**src/rtl/clk_div_multi_if.sv**
```systemverilog
// -----------------------------------------------------------------------------
// clk_div_multi_if
// Load bus for the multi-channel clock divider. A requester (master) offers a
// new divisor/duty pair for one channel; the divider (slave) signals whether
// that channel can take it this cycle.
//
// Signals:
//   ld_valid  master->slave  load request
//   ld_ch     master->slave  target channel (CW bits)
//   ld_div    master->slave  requested divisor (W bits)
//   ld_duty   master->slave  requested duty threshold (W bits)
//   ld_ready  slave->master  selected channel has no load pending
// -----------------------------------------------------------------------------
interface clk_div_multi_if #(
  parameter int W   = 26,
  parameter int NCH = 2
);
  localparam int CW = (NCH > 1) ? $clog2(NCH) : 1;

  logic          ld_valid;
  logic [CW-1:0] ld_ch;
  logic [W-1:0]  ld_div;
  logic [W-1:0]  ld_duty;
  logic          ld_ready;

  modport master (
    output ld_valid,
    output ld_ch,
    output ld_div,
    output ld_duty,
    input  ld_ready
  );

  modport slave (
    input  ld_valid,
    input  ld_ch,
    input  ld_div,
    input  ld_duty,
    output ld_ready
  );
endinterface

```
**src/rtl/clk_div_multi.sv**
```systemverilog
// -----------------------------------------------------------------------------
// clk_div_multi
// Multi-channel programmable tick/clock divider. Each channel counts
// 0..div-1 while en is high, emits a one-cycle tick on the last count and a
// level output q that is high while the count is at or above the duty
// threshold. New divisor/duty values are parked in a shadow register and
// applied only at the channel's next wrap, so the output never glitches.
//
// Ports:
//   clk       system clock
//   reset     synchronous, active-high reset
//   sync      (only with CLKDIV_SYNC_EN) restart all channels at count 0
//   en        global count enable
//   ld        load bus (clk_div_multi_if.slave): ld_valid/ld_ch/ld_div/
//             ld_duty in, ld_ready out
//   q         divided level output per channel
//   tick      one-cycle wrap strobe per channel
//   pend      per-channel load-pending flag
//
// Optional feature macro: CLKDIV_SYNC_EN adds the sync input.
// -----------------------------------------------------------------------------
module clk_div_multi #(
  parameter int W        = 26,
  parameter int NCH      = 2,
  parameter int DEF_DIV  = 25000000,
  parameter int DEF_DUTY = DEF_DIV / 2
) (
  input  logic           clk,
  input  logic           reset,
`ifdef CLKDIV_SYNC_EN
  input  logic           sync,
`endif
  input  logic           en,
  clk_div_multi_if.slave ld,
  output logic [NCH-1:0] q,
  output logic [NCH-1:0] tick,
  output logic [NCH-1:0] pend
);

  localparam int           CW         = (NCH > 1) ? $clog2(NCH) : 1;
  localparam logic [W-1:0] ONE_W      = W'(1'b1);
  localparam logic [W-1:0] TWO_W      = W'(2'd2);
  localparam logic [W-1:0] DEF_DIV_W  = W'(DEF_DIV);
  localparam logic [W-1:0] DEF_DUTY_W = W'(DEF_DUTY);

  logic [W-1:0]   cnt_r   [NCH];
  logic [W-1:0]   div_r   [NCH];
  logic [W-1:0]   duty_r  [NCH];
  logic [W-1:0]   sdiv_r  [NCH];
  logic [W-1:0]   sduty_r [NCH];
  logic [NCH-1:0] pend_r;

  logic [NCH-1:0] wrap_s;
  logic [NCH-1:0] tick_s;
  logic [NCH-1:0] q_s;
  logic           ready_s;
  logic           accept_s;
  logic [W-1:0]   div_clamp_s;
  logic           sync_s;

`ifdef CLKDIV_SYNC_EN
  assign sync_s = sync;
`else
  assign sync_s = 1'b0;
`endif

  // Decode wrap, tick and level outputs from the registered channel state.
  always_comb begin
    wrap_s = '0;
    tick_s = '0;
    q_s    = '0;
    for (int i = 0; i < NCH; i++) begin
      wrap_s[i] = (cnt_r[i] == (div_r[i] - ONE_W));
      // A sync restart cuts the running period short, so it never ticks.
      tick_s[i] = en & wrap_s[i] & ~sync_s;
      q_s[i]    = (cnt_r[i] >= duty_r[i]);
    end
  end

  // Load handshake: ready only for an existing channel with no pending load.
  // Channel numbers at or beyond NCH match no loop index and stay not-ready.
  always_comb begin
    ready_s = 1'b0;
    for (int i = 0; i < NCH; i++) begin
      ready_s = (ld.ld_ch == CW'(i)) ? ~pend_r[i] : ready_s;
    end
    accept_s    = ld.ld_valid & ready_s;
    // Divisors below 2 cannot produce a distinct tick, so they become 2.
    div_clamp_s = (ld.ld_div < TWO_W) ? TWO_W : ld.ld_div;
  end

  assign ld.ld_ready = ready_s;
  assign q           = q_s;
  assign tick        = tick_s;
  assign pend        = pend_r;

  // Per-channel counter, shadow registers and wrap-time apply of pending loads.
  always_ff @(posedge clk) begin
    for (int i = 0; i < NCH; i++) begin
      if (reset) begin
        cnt_r[i]   <= '0;
        div_r[i]   <= DEF_DIV_W;
        duty_r[i]  <= DEF_DUTY_W;
        sdiv_r[i]  <= DEF_DIV_W;
        sduty_r[i] <= DEF_DUTY_W;
        pend_r[i]  <= 1'b0;
      end else begin
        if (sync_s || (en && wrap_s[i])) begin
          cnt_r[i] <= '0;
          if (pend_r[i]) begin
            div_r[i]  <= sdiv_r[i];
            duty_r[i] <= sduty_r[i];
            pend_r[i] <= 1'b0;
          end
        end else if (en) begin
          cnt_r[i] <= cnt_r[i] + ONE_W;
        end
        // Accept only happens with pend clear, so it never races the apply.
        if (accept_s && (ld.ld_ch == CW'(i))) begin
          sdiv_r[i]  <= div_clamp_s;
          sduty_r[i] <= ld.ld_duty;
          pend_r[i]  <= 1'b1;
        end
      end
    end
  end

endmodule

```
**src/flat_wrapper.sv**
```systemverilog
// flat-port wrapper written by rule: the top's interface ports become plain ports
module clk_div_multi_flat 
#(
  parameter int W        = 26,
  parameter int NCH      = 2,
  parameter int DEF_DIV  = 25000000,
  parameter int DEF_DUTY = DEF_DIV / 2
)
  (clk, reset, en, q, tick, pend, ld_ld_valid, ld_ld_ch, ld_ld_div, ld_ld_duty, ld_ld_ready);
  clk_div_multi_if #(.W(W), .NCH(NCH)) ld_i ();
  input  logic clk;
  input  logic reset;
  input  logic en;
  output logic [NCH-1:0] q;
  output logic [NCH-1:0] tick;
  output logic [NCH-1:0] pend;
  input wire logic [$bits(ld_i.ld_valid)-1:0] ld_ld_valid;
  input wire logic [$bits(ld_i.ld_ch)-1:0] ld_ld_ch;
  input wire logic [$bits(ld_i.ld_div)-1:0] ld_ld_div;
  input wire logic [$bits(ld_i.ld_duty)-1:0] ld_ld_duty;
  output wire logic [$bits(ld_i.ld_ready)-1:0] ld_ld_ready;
  assign ld_i.ld_valid = ld_ld_valid;
  assign ld_i.ld_ch = ld_ld_ch;
  assign ld_i.ld_div = ld_ld_div;
  assign ld_i.ld_duty = ld_ld_duty;
  assign ld_ld_ready = ld_i.ld_ready;
  clk_div_multi #(.W(W), .NCH(NCH), .DEF_DIV(DEF_DIV), .DEF_DUTY(DEF_DUTY)) u_core (.clk(clk), .reset(reset), .en(en), .ld(ld_i), .q(q), .tick(tick), .pend(pend));
endmodule
```
**config.mk**
```make
export PLATFORM = sky130hd
export DESIGN_NAME = clk_div_multi_flat
export DESIGN_NICKNAME = d
export VERILOG_FILES = /design/src/rtl/clk_div_multi_if.sv /design/src/rtl/clk_div_multi.sv /design/src/flat_wrapper.sv
export SDC_FILE = /design/constraint.sdc
export NUM_CORES = 1
export LEC_CHECK = 0
export ABC_AREA = 1
export CORE_MARGIN = 5
export CORE_UTILIZATION = 47
export DETAILED_ROUTE_END_ITERATION = 16
export GPL_TIMING_DRIVEN = 0
export PLACE_DENSITY = 0.64
export RECOVER_POWER = 50
export SKIP_CTS_REPAIR_TIMING = 1
export SKIP_LAST_GASP = 1
export SYNTH_ARGS = -nofsm -noshare
export SYNTH_HDL_FRONTEND = slang
export SYNTH_SLANG_ARGS = --single-unit
```
**constraint.sdc**
```tcl
create_clock -name clk -period 8.74 [get_ports clk]
set_clock_uncertainty 0.2 [all_clocks]
set_input_delay 1.748 -clock clk [delete_from_list [all_inputs] [get_ports clk]]
set_output_delay 1.748 -clock clk [all_outputs]
set_load 0.1 [all_outputs]
```
==> impl_metrics.toml <==
[logic_synthesis]
syn_area_um2 = 14900
ys_seq_elements = 262
async_reset_ff_share_pct = 0
synthFlopType = "edfxtp_1"
syn_nets = 1733
synthTopCellsByCount = "inv_1, nand2_1, edfxtp_1"
yosysUniqueCellTypes = 49
yosys.area.top_type = "edfxtp_1"
synth_edf_count = 260
yosys_warnings = 0
yosysSeqAreaShare_pct = 52.67
synthCells = 1620
synth.area.top_cells = "edfxtp_1, inv_1, nand2_1"
syn_area_per_cell_um2 = 9.196
yosysMostFrequentCell = "inv_1"
synth_top_area_share_pct = 52.41

[cells_and_area]
seq_area_um2 = 7848
fill_cells = 2913
drive_gt1_share_pct = 7.984
multi_input_comb_area_um2 = 5535
finalNonFillerCells = 2144
syn_to_final_growth_pct = 13.19
fin_nets = 1831

[power_and_ir_drop]
p_seq_share_pct = 50.3
clkPwrFrac_pct = 41.1
p_per_area_nw_per_um2 = 174.2
internal_power_mw = 2.224
power.switching_mw = 0.7135
p_leak_nw = 7.145
sw_frac_of_total_pct = 24.29
power_frac_comb_pct = 8.5
ir_drop_v = 0.0001415

[timing]
max_freq_mhz = 142.8
worst_pin_slew_ns = 1.806
setup_viol = 0
period_minus_slack_ns = 7.003
maxSlewHeadroom_pct = -20.42
drv_slew = 64
setup_tns_ns = 0
rsz0062_at_grt = "false"
finalHoldViolCount = 0
fin_ws_ns = 1.737
fin_hold_ws_ns = 0.3073
period_share_pct = 80.13

[global_route]
gr-total-overflow = 0
first_global_vias = 10560
grt_pass1_wl_um = 56710
antenna_found_initial = 2
grt_max_degree = 35
grt.total_usage_pct = 20.25

[detailed_routing]
drt-initial-drc-count = 798
viasPerCell = 5.078
routed_wl_um = 35740
final_antenna_net_count = 0
drtPass1Iterations = 5
drc = 0
wl_per_cell_um = 16.67
via_count = 10890

[die]
die_w_um = 188.0
design.core.area_um2 = 31390
fp-row-count = 65
ios = 64
die_height_um = 188.0
start_util_pct = 47.46
die_area_um2 = 35360

[worst_setup_path]
critical-path-top-delay-family = "buffers and inverters"
criticalPathCategory = "reg2out"
crit_path_end_kind = "output port"
cp_slowest_stage_delay_ns = 1.27
slowest_stage = "clkdlybuf4s50_1"
worstPathCellList = "inv_1 > ha_1 > nand2_1 > nor2_1 > nand2_1 > nor2_1 > nand2_1 > nand2_1 > nand2_1 > nor2_1 > nand3_1 > nor2_1 > nand3_1 > nor2_1 > clkbuf_1 > clkdlybuf4s50_1"
cp_num_buf_inv = 3
arrival_ns = 5.06
cp_max_fo = 10
critPathRequiredTime_ns = 6.79
startpoint_type = "register"

[placement]
portBuffers = 62
dpl.cell_count = 2089
dpl.hpwl_um = 28190
place_ws_ns = 2.735
place_congestion = 0.9222

[clock_network]
cts_buffer_depth = 3
numCtsBuffers = 29
cts_tree = "built"
clock-root-buffer = "clkbuf_16"
clkTransAtPathRegs_ns = 0.06
clkLatencyLatePin_ns = 0.56
htree_levels = 1
clkSinkCount = 262

[run]
max_cap_viol_count = 2

[worst_hold_path]
min_path_type = "reg2reg"

[outcome]
status = "complete, but fails checks"
violations = "max-capacitance violations, max-slew violations"
-- worst register-to-register path, delay by kind of cell, from the launching register on --
family / cells / cell delay (ns)
simple gates: 11 / 1.43
compound gates: 1 / 0.79
buf+inv: 3 / 0.75
flops: 1 / 0.43
fa+ha+maj: 1 / 0.26
-- layout by cell type, fill, tap and decap left out, drive strengths merged, types with 22 or more instances in the layout --
cell type	count
inv	316
nand2	301
nor2	281
edfxtp	260
clkbuf	68
nand3	67
clkdlybuf4s50	60
xor2	57
ha	56
nor3	51
nand4	50
a21oi	31
nand3b	29
o21ai	22
-- sequential cells by signal, indices dropped and copies added (netlist names) --
register / cells
u_core.sduty_r: 52
u_core.sdiv_r: 52
u_core.duty_r: 52
u_core.cnt_r: 52
u_core.pend: 2
u_core.div_r: 52
-- layer usage --
metal | GRT usage [%] | up-vias | wire length (um)
met3 | 3.537 | 54 | 2243
met2 | 31.29 | 284 | 15500
met1 | 30.08 | 5110 | 17280
met5 | 0 | - | 0
li1 | - | 5439 | -
met4 | 4.404 | 0 | 728
-- per-stage QoR --
stage	instance area, um2	util [%]	power, mW
after global placement	16020	51.04	1.751
final	16860	53.71	2.937
after CTS	17100	54.46	2.967
after global routing	16860	53.71	3.049
after detailed placement	16160	51.47	1.760
after floorplan	14900	-	1.656
-- worst paths after layout --
kind	from	end	slack [ns]	cells past startpoint
min	u_core.sduty_r[1][13]	u_core.duty_r[1][13]	0.31	1
max	u_core.div_r[1][0]	tick[1]	1.74	16
min reg2reg	u_core.sduty_r[1][13]	u_core.duty_r[1][13]	0.31	1
max reg2reg	u_core.div_r[1][0]	u_core.duty_r[1][3]	4.57	16
-- cells by family (layout without fill, tap and decap cells) --
kind of cell / after synthesis / after routing / synth area share [%]
XOR/XNOR: 79 / 79 / 4.737
adder cells (fa/ha/maj): 56 / 56 / 4.703
flip-flops: 262 / 262 / 52.67
other: 0 / 1 / 0
AND/OR/NAND/NOR: 804 / 804 / 25.71
AO/OA/AOI/OAI: 69 / 69 / 2.620
buffers and inverters: 350 / 471 / 9.557
-- power by group through the flow --
stage          Clock [mW]  Combinational [mW]  Sequential, mW
2_1_floorplan           0               0.161            1.49
3_3_place_gp            0               0.242            1.51
3_5_place_dp            0               0.256            1.50
4_1_cts              1.23               0.257            1.48
5_1_grt              1.28               0.281            1.48
6_report             1.21               0.251            1.48
-- layout make-up --
cell class / count / area share [%]
buffer: 34 / 0.8607
clock inverter: 17 / 0.8533
inverter: 316 / 7.034
clock buffer: 37 / 4.719
multi-input combinational: 1008 / 32.83
tap: 402 / 2.983
sequential: 262 / 46.54
timing repair buffer: 67 / 4.170
antenna: 1 / 0.01484
No activity file was read; power rests on OpenSTA's default activity.
